## src/rtl/instruct_pack.sv

```systemverilog
// Instruction packer: assembles R/I/J MIPS words from decoded fields,
// buffers them in a 2-entry FIFO and emits them with sequential word
// addresses on a valid/ready interface.
module instruct_pack #(
  parameter int unsigned          ADDR_W    = 10,
  parameter logic [ADDR_W-1:0]    BASE_ADDR = '0
) (
  input  logic              clk,
  input  logic              rst_n,
  input  logic              start,
  input  logic              in_valid,
  output logic              in_ready,
  input  logic [1:0]        fmt,
  input  logic [5:0]        op,
  input  logic [4:0]        rs,
  input  logic [4:0]        rt,
  input  logic [4:0]        rd,
  input  logic [4:0]        shamt,
  input  logic [5:0]        funct,
  input  logic [15:0]       imm16,
  input  logic [25:0]       target26,
  output logic              out_valid,
  input  logic              out_ready,
  output logic [31:0]       out_inst,
  output logic [ADDR_W-1:0] out_addr,
  output logic [ADDR_W:0]   word_count,
  output logic              err_illegal
);

  typedef enum logic [1:0] {
    FMT_R   = 2'b00,
    FMT_I   = 2'b01,
    FMT_J   = 2'b10,
    FMT_BAD = 2'b11
  } fmt_e;

  fmt_e              fmt_sel;
  logic [31:0]       packed_word;
  logic              accept, push, pop;

  // FIFO is held as an explicit head/tail pair so the head drives out_inst directly
  logic [31:0]       head_q, head_d;
  logic [31:0]       tail_q, tail_d;
  logic [1:0]        count_q, count_d;
  logic [ADDR_W-1:0] addr_q, addr_d;
  logic [ADDR_W:0]   wcnt_q, wcnt_d;
  logic              err_q, err_d;

  assign fmt_sel = fmt_e'(fmt);

  // Field assembly for the selected format; unused fields are ignored
  always_comb begin
    packed_word = '0;
    case (fmt_sel)
      FMT_R:   packed_word = {op, rs, rt, rd, shamt, funct};
      FMT_I:   packed_word = {op, rs, rt, imm16};
      FMT_J:   packed_word = {op, target26};
      default: packed_word = '0;
    endcase
  end

  // in_ready depends only on local state, start and reset, never on out_ready
  assign in_ready  = rst_n & (count_q != 2'd2) & ~start;
  assign accept    = in_valid & in_ready;
  assign push      = accept & (fmt_sel != FMT_BAD);
  assign out_valid = (count_q != 2'd0);
  assign pop       = out_valid & out_ready & ~start;

  // Next-state for FIFO, address counter, delivered-word count and error flag
  always_comb begin
    head_d  = head_q;
    tail_d  = tail_q;
    count_d = count_q;
    addr_d  = addr_q;
    wcnt_d  = wcnt_q;
    err_d   = err_q;
    if (start) begin
      count_d = 2'd0;
      addr_d  = BASE_ADDR;
      wcnt_d  = '0;
      err_d   = 1'b0;
    end else begin
      if (accept && fmt_sel == FMT_BAD) err_d = 1'b1;
      // push+pop only happens with one entry held: the new word replaces the head
      case ({push, pop})
        2'b10: begin
          if (count_q == 2'd0) head_d = packed_word;
          else                 tail_d = packed_word;
          count_d = count_q + 2'd1;
        end
        2'b01: begin
          head_d  = tail_q;
          count_d = count_q - 2'd1;
        end
        2'b11: head_d = packed_word;
        default: ;
      endcase
      if (pop) begin
        addr_d = addr_q + 1'b1;
        if (wcnt_q != '1) wcnt_d = wcnt_q + 1'b1;
      end
    end
  end

  // State registers with asynchronous clear
  always_ff @(posedge clk or negedge rst_n) begin
    if (!rst_n) begin
      head_q  <= '0;
      tail_q  <= '0;
      count_q <= 2'd0;
      addr_q  <= BASE_ADDR;
      wcnt_q  <= '0;
      err_q   <= 1'b0;
    end else begin
      head_q  <= head_d;
      tail_q  <= tail_d;
      count_q <= count_d;
      addr_q  <= addr_d;
      wcnt_q  <= wcnt_d;
      err_q   <= err_d;
    end
  end

  assign out_inst    = head_q;
  assign out_addr    = addr_q;
  assign word_count  = wcnt_q;
  assign err_illegal = err_q;

endmodule
```

## config.mk

```make
export PLATFORM = sky130hd
export DESIGN_NAME = instruct_pack
export DESIGN_NICKNAME = d
export VERILOG_FILES = /design/src/rtl/instruct_pack.sv
export SDC_FILE = /design/constraint.sdc
export NUM_CORES = 1
export LEC_CHECK = 0
export BUFFER_PORTS_ARGS = -buffer_cell sky130_fd_sc_hd__buf_2
export CAP_MARGIN = 20
export CORE_ASPECT_RATIO = 0.7
export CORE_MARGIN = 2
export CORE_UTILIZATION = 30
export CTS_BUF_LIST = sky130_fd_sc_hd__clkbuf_8
export DETAILED_ROUTE_END_ITERATION = 10
export PLACE_DENSITY = 0.47
export SYNTH_ARGS = -nofsm -noshare
export SYNTH_HDL_FRONTEND = slang
export SYNTH_SLANG_ARGS = --single-unit
```

## constraint.sdc

```tcl
create_clock -name clk -period 4.9 [get_ports clk]
set_clock_uncertainty 0.05 [all_clocks]
set_input_delay 0.98 -clock clk [delete_from_list [all_inputs] [get_ports clk]]
set_output_delay 0.98 -clock clk [all_outputs]
set_load 0.05 [all_outputs]
```

Yosys cells after proc, flatten, opt, wreduce, memory -nomap -nowiden --
Cells that the tools add are included.
Cells by class: equality and inequality tests 10, bitwise operators 8, reduce and logical (&&, ||, !) cells 12, $add $sub $neg 4, multiplexer cells 12
Operators by type and width (number):
- $pmux W32 S3 | 2
- $mux W11 | 3
- $mux W32 | 1
- $mux W10 | 2
- $add A11 B1 Y11 const B | 1
- $ne A11 B11 Y1 const B | 1
- $add A10 B1 Y10 const B | 1
- $eq A2 B2 Y1 const B | 4
- $reduce_bool A2 Y1 | 4
- $and A1 B1 Y1 | 6
- $ne A2 B2 Y1 const B | 3
- $reduce_and A3 Y1 | 2
- $reduce_bool A3 Y1 | 2
- $eq A2 B1 Y1 const B | 2
- $logic_not A2 Y1 | 2
- $pmux W2 S2 | 1
- $add A2 B1 Y2 const B | 1
- $mux W1 | 2
- $mux W2 | 1
- $not A1 Y1 | 2
- $reduce_and A2 Y1 | 1
- $sub A2 B1 Y2 const B | 1
- $logic_and A1 B1 Y1 | 1
Word-level totals: flip-flop bits (word level) 88, input bits 81, output and inout port bits 56

Logic depth before layout (Yosys ltp) --
depth in word-level cells 8, mapped depth 7, gate-level depth less buffers 5

Least setup slack after synthesis --
No wires, ideal clock.
path type input to output, start point input start, end point output in_ready, data arrival time 1.757 ns, data required time 3.870 ns, cell stages on the path 3, path slack 2.113 ns, cell sequence buf_2 > nor2b_2 > and2_1
Between the ends: cells in the longest elaborated chain, start to end 2
Ends and longest elaborated chain:
- start: declaration | RTL line 10 | input logic start,
- $not A1 Y1 (no line)
- $and A1 B1 Y1 | RTL line 63 | assign in_ready = rst_n & (count_q != 2'd2) & ~start;
- end: declaration | RTL line 12 | output logic in_ready,
No other way between the ends.

Worst setup path in the final report --
start point input fmt[0], end point register head_q[20], in the netlist out_inst[20]
Between the ends: cells in the longest elaborated chain, start to end 5, elaborated cells between the ends (all ways) 14, those cells by class 7 x eq/ne; 3 x mux; 1 x bitwise; 3 x reduce/logical
Ends and longest elaborated chain:
- start: declaration | RTL line 13 | input logic [1:0] fmt,
- $ne A2 B2 Y1 | RTL line 65 | assign push = accept & (fmt_sel != FMT_BAD);
- $and A1 B1 Y1 | RTL line 65
- $eq A2 B2 Y1 / $eq A2 B1 Y1 (equally long branches) | RTL line 85 | case ({push, pop})
- $ne A2 B2 Y1 (no line) / $reduce_bool A3 Y1 (equally long branches)
- $reduce_and A3 Y1 (no line)
- end signal: assignment | RTL line 108 | head_q <= '0;
- end signal: assignment | RTL line 115 | head_q <= head_d;
- end: declaration | RTL line 42 | logic [31:0] head_q, head_d;
Several ways; a longest one is shown, not always the timed one. The select of a mux whose other input is x is not followed. A chain may end at the register's enable or synchronous reset.

==> flow_summary.json <==
{
  "nets": 677,
  "seq_power_share_pct": 48.1,
  "cpPeakStageDelay_ns": 1.03,
  "firstDrtPassIters": 5,
  "cts_buffer_depth": 2,
  "cts_buffers": 9,
  "pre_cts_slack_ns": 1.327,
  "ant_nets": 0,
  "num_rows": 37,
  "status": "finished clean",
  "setup_viol": 0,
  "switching_share_pct": 35.97,
  "yosysWarningCount": 0,
  "cp.arrival_ns": 3.34,
  "cts_tree": "built",
  "drive_above_1_share_pct": 29.38,
  "htreeDepth": 3,
  "avgRoutedWirePerCell_um": 16.79,
  "yosysTopAreaCellShare_pct": 47.93,
  "worstMarginPinSlew_ns": 1.185,
  "worst_r2r_path_depth": 4,
  "post_synth.cell_area_avg_um2": 9.592,
  "slew_headroom_pct": 20.98,
  "coreArea_um2": 14810,
  "holdCritPathClass": "input port to async pin",
  "post-route-period-util_pct": 64.25,
  "cp_cell_sequence": "buf_2 > nand2_1 > a32oi_4 > a21oi_1 > a22o_1",
  "syn_nets": 562,
  "place.gp.congestion": 0.7553,
  "max_freq_mhz": 317.6,
  "die_area_um2": 16340,
  "crit_cells": 5,
  "async_flop_share_pct": 100.0,
  "die_h_um": 107.5,
  "intPower_mw": 1.123,
  "yosysTopAreaCell": "dfrtp_1",
  "path_max_fanout": 35,
  "initial_utilization_pct": 31.01,
  "r2r-end": "out_inst[16]",
  "leakage_nw": 2.641,
  "yosys-top-cells-area": "dfrtp_1 48%, o21ai_0 7.0%, nand2_1 5.4%",
  "antenna_found_initial": 0,
  "synth_area_um2": 4594,
  "die_width_um": 151.9,
  "synth_ff_type": "dfrtp_1",
  "ys_types": 53,
  "hpwl_um": 9192,
  "clk_latency_ns": 0.35,
  "cap_violations": 0,
  "post-route-min-period_ns": 3.148,
  "vias": 4073,
  "cpLargestDelayFamily": "compound AO/OA/AOI/OAI gates",
  "drtIter0Drc": 267,
  "drt-total-wl_um": 13330,
  "diodes": 0,
  "syn_to_final_growth_pct": 20.78,
  "port_buffers": 136,
  "cp-start-kind": "input port",
  "reg2reg_slack_ns": 2.55,
  "endpoint_kind": "flop",
  "synth-edff-count": 0,
  "timing.final.max_slew_violations": 0,
  "ios": 137,
  "via_per_inst": 5.130,
  "track_usage_pct": 16.48,
  "grt_pass1_wl_um": 21330,
  "synth_cells": 479,
  "r2r-start": "count_q[0]",
  "peakVddDrop_mv": 0.1229,
  "grt_max_degree": 76,
  "final.fill_count": 1515,
  "fin_tns_setup_ns": 0,
  "cts_resized": 0,
  "comb_power_share_pct": 25.9,
  "crit_buf_inv": 1,
  "postCtsHoldBufs": 0,
  "crit_required_ns": 5.10,
  "rsz0062_at_grt": "no",
  "power_mw": 1.753,
  "postCtsSetupRepairBufs": 0,
  "clkTransAtPathRegs_ns": 0.09,
  "critPathCapture": "out_inst[20]",
  "setup_ws_ns": 1.752,
  "overflow": 0,
  "seq_area_frac_synth_pct": 47.93,
  "power.switching_uw": 630.6,
  "root_buffer": "clkbuf_8",
  "grt_pass1_vias": 3965,
  "synth_seq_cells": 88,
  "clock-sinks": 88,
  "hold_violations": 0,
  "clkPwrFrac_pct": 26.0,
  "power_density_nw_per_um2": 316.0,
  "cp_slowest_cell": "a32oi_4",
  "crit_start": "fmt[0]",
  "critical_path_class": "input port to flop",
  "post-route-drc-count": 0
}
## how the worst min path moves through the flow
stage / depth (start not counted) / from / end
3_3_place_gp: 2 / tail_q[2] / tail_q[2]
3_5_place_dp: 2 / tail_q[31] / tail_q[31]
5_1_grt: 1 / rst_n / word_count[4]
2_1_floorplan: 2 / tail_q[18] / tail_q[18]
6_report: 1 / rst_n / word_count[10]
4_1_cts: 1 / rst_n / word_count[10]
## placed cells by master (no fill, tap or decap), drive strengths merged, types with 2 or more instances in the layout
cell type / n
buf: 143
dfrtp: 88
o21ai: 69
nand2: 67
a21oi: 27
nor2: 27
mux2i: 16
nand4: 11
o31ai: 11
a22oi: 10
clkbuf: 10
nand3: 9
mux2: 9
a21boi: 8
a22o: 8
o2bb2ai: 8
a221oi: 8
nor3: 7
or3: 6
xor2: 6
o31a: 6
inv: 5
xnor2: 5
clkinv: 5
nor2b: 4
and2: 2
o211ai: 2
or4: 2
nor4: 2
a41oi: 2
ha: 2
and4: 2
o21a: 2
## power groups by stage
stage | combinational [mW] | clock, mW | sequential, mW
floorplan | 0.145 | 0 | 1.02
global placement | 0.449 | 0 | 0.859
detailed placement | 0.457 | 0 | 0.857
CTS | 0.457 | 0.478 | 0.845
global route | 0.493 | 0.508 | 0.854
finish | 0.454 | 0.455 | 0.844
## flip-flops by register name, indices dropped and copies added (netlist names)
register	cells
out_inst	32
tail_q	32
word_count	11
out_addr	10
count_q	2
err_illegal	1
## per-stage QoR
step	hold WS (ns)	cell area, um^2	cells	utilization, %
floorplan	0.3934	4594	479	-
global placement	0.4069	5333	776	36.00
detailed placement	0.4159	5348	777	36.10
CTS	0.4088	5522	793	37.27
global route	0.4135	5549	794	37.46
finish	0.4245	5549	794	37.46
## cell usage after synthesis, types with 3 or more instances
| master | count |
|---|---|
| nand4_1 | 11 |
| o31a_1 | 6 |
| clkbuf_1 | 13 |
| a22oi_1 | 10 |
| xnor2_1 | 5 |
| o21ai_0 | 64 |
| inv_1 | 4 |
| o21ai_1 | 5 |
| or3_1 | 6 |
| a21boi_0 | 8 |
| a221oi_1 | 8 |
| nand2_1 | 66 |
| nor3_1 | 6 |
| nor2_1 | 26 |
| buf_6 | 5 |
| o2bb2ai_1 | 8 |
| nor2b_1 | 3 |
| buf_2 | 15 |
| mux2_2 | 9 |
| dfrtp_1 | 88 |
| nand3_1 | 9 |
| o31ai_1 | 11 |
| mux2i_1 | 16 |
| xor2_1 | 6 |
| buf_4 | 4 |
| a21oi_1 | 27 |
| a22o_1 | 8 |
## metal layers
metal  share of wire [%]  wire (um)  global-route usage (%)
met1                  50       6671                   23.39
met2                  45       5944                   25.55
met3                 4.5        599                   3.945
met4                0.88        117                   3.672
met5                   0          0                       0
## cells by family (layout without fill, tap and decap cells)
kind of cell	after synthesis	count (layout)	synth area share, %
compound gates	168	168	23.91
fa+ha+maj	2	2	0.5446
simple gates	142	142	14.52
buf+inv	43	163	5.310
mux	25	25	5.692
flops	88	88	47.93
xor+xnor	11	11	2.097
## layout make-up
type	count	area (um^2)	area share, %
clock buffer	10	137.6	2.480
clock inverter	6	36.28	0.6539
inverter	4	15.01	0.2706
multi-input combinational	348	2151	38.76
sequential	88	2202	39.68
tap	195	244.0	4.397
timing repair buffer	143	763.2	13.75
Power figures use the tool's default switching activity.
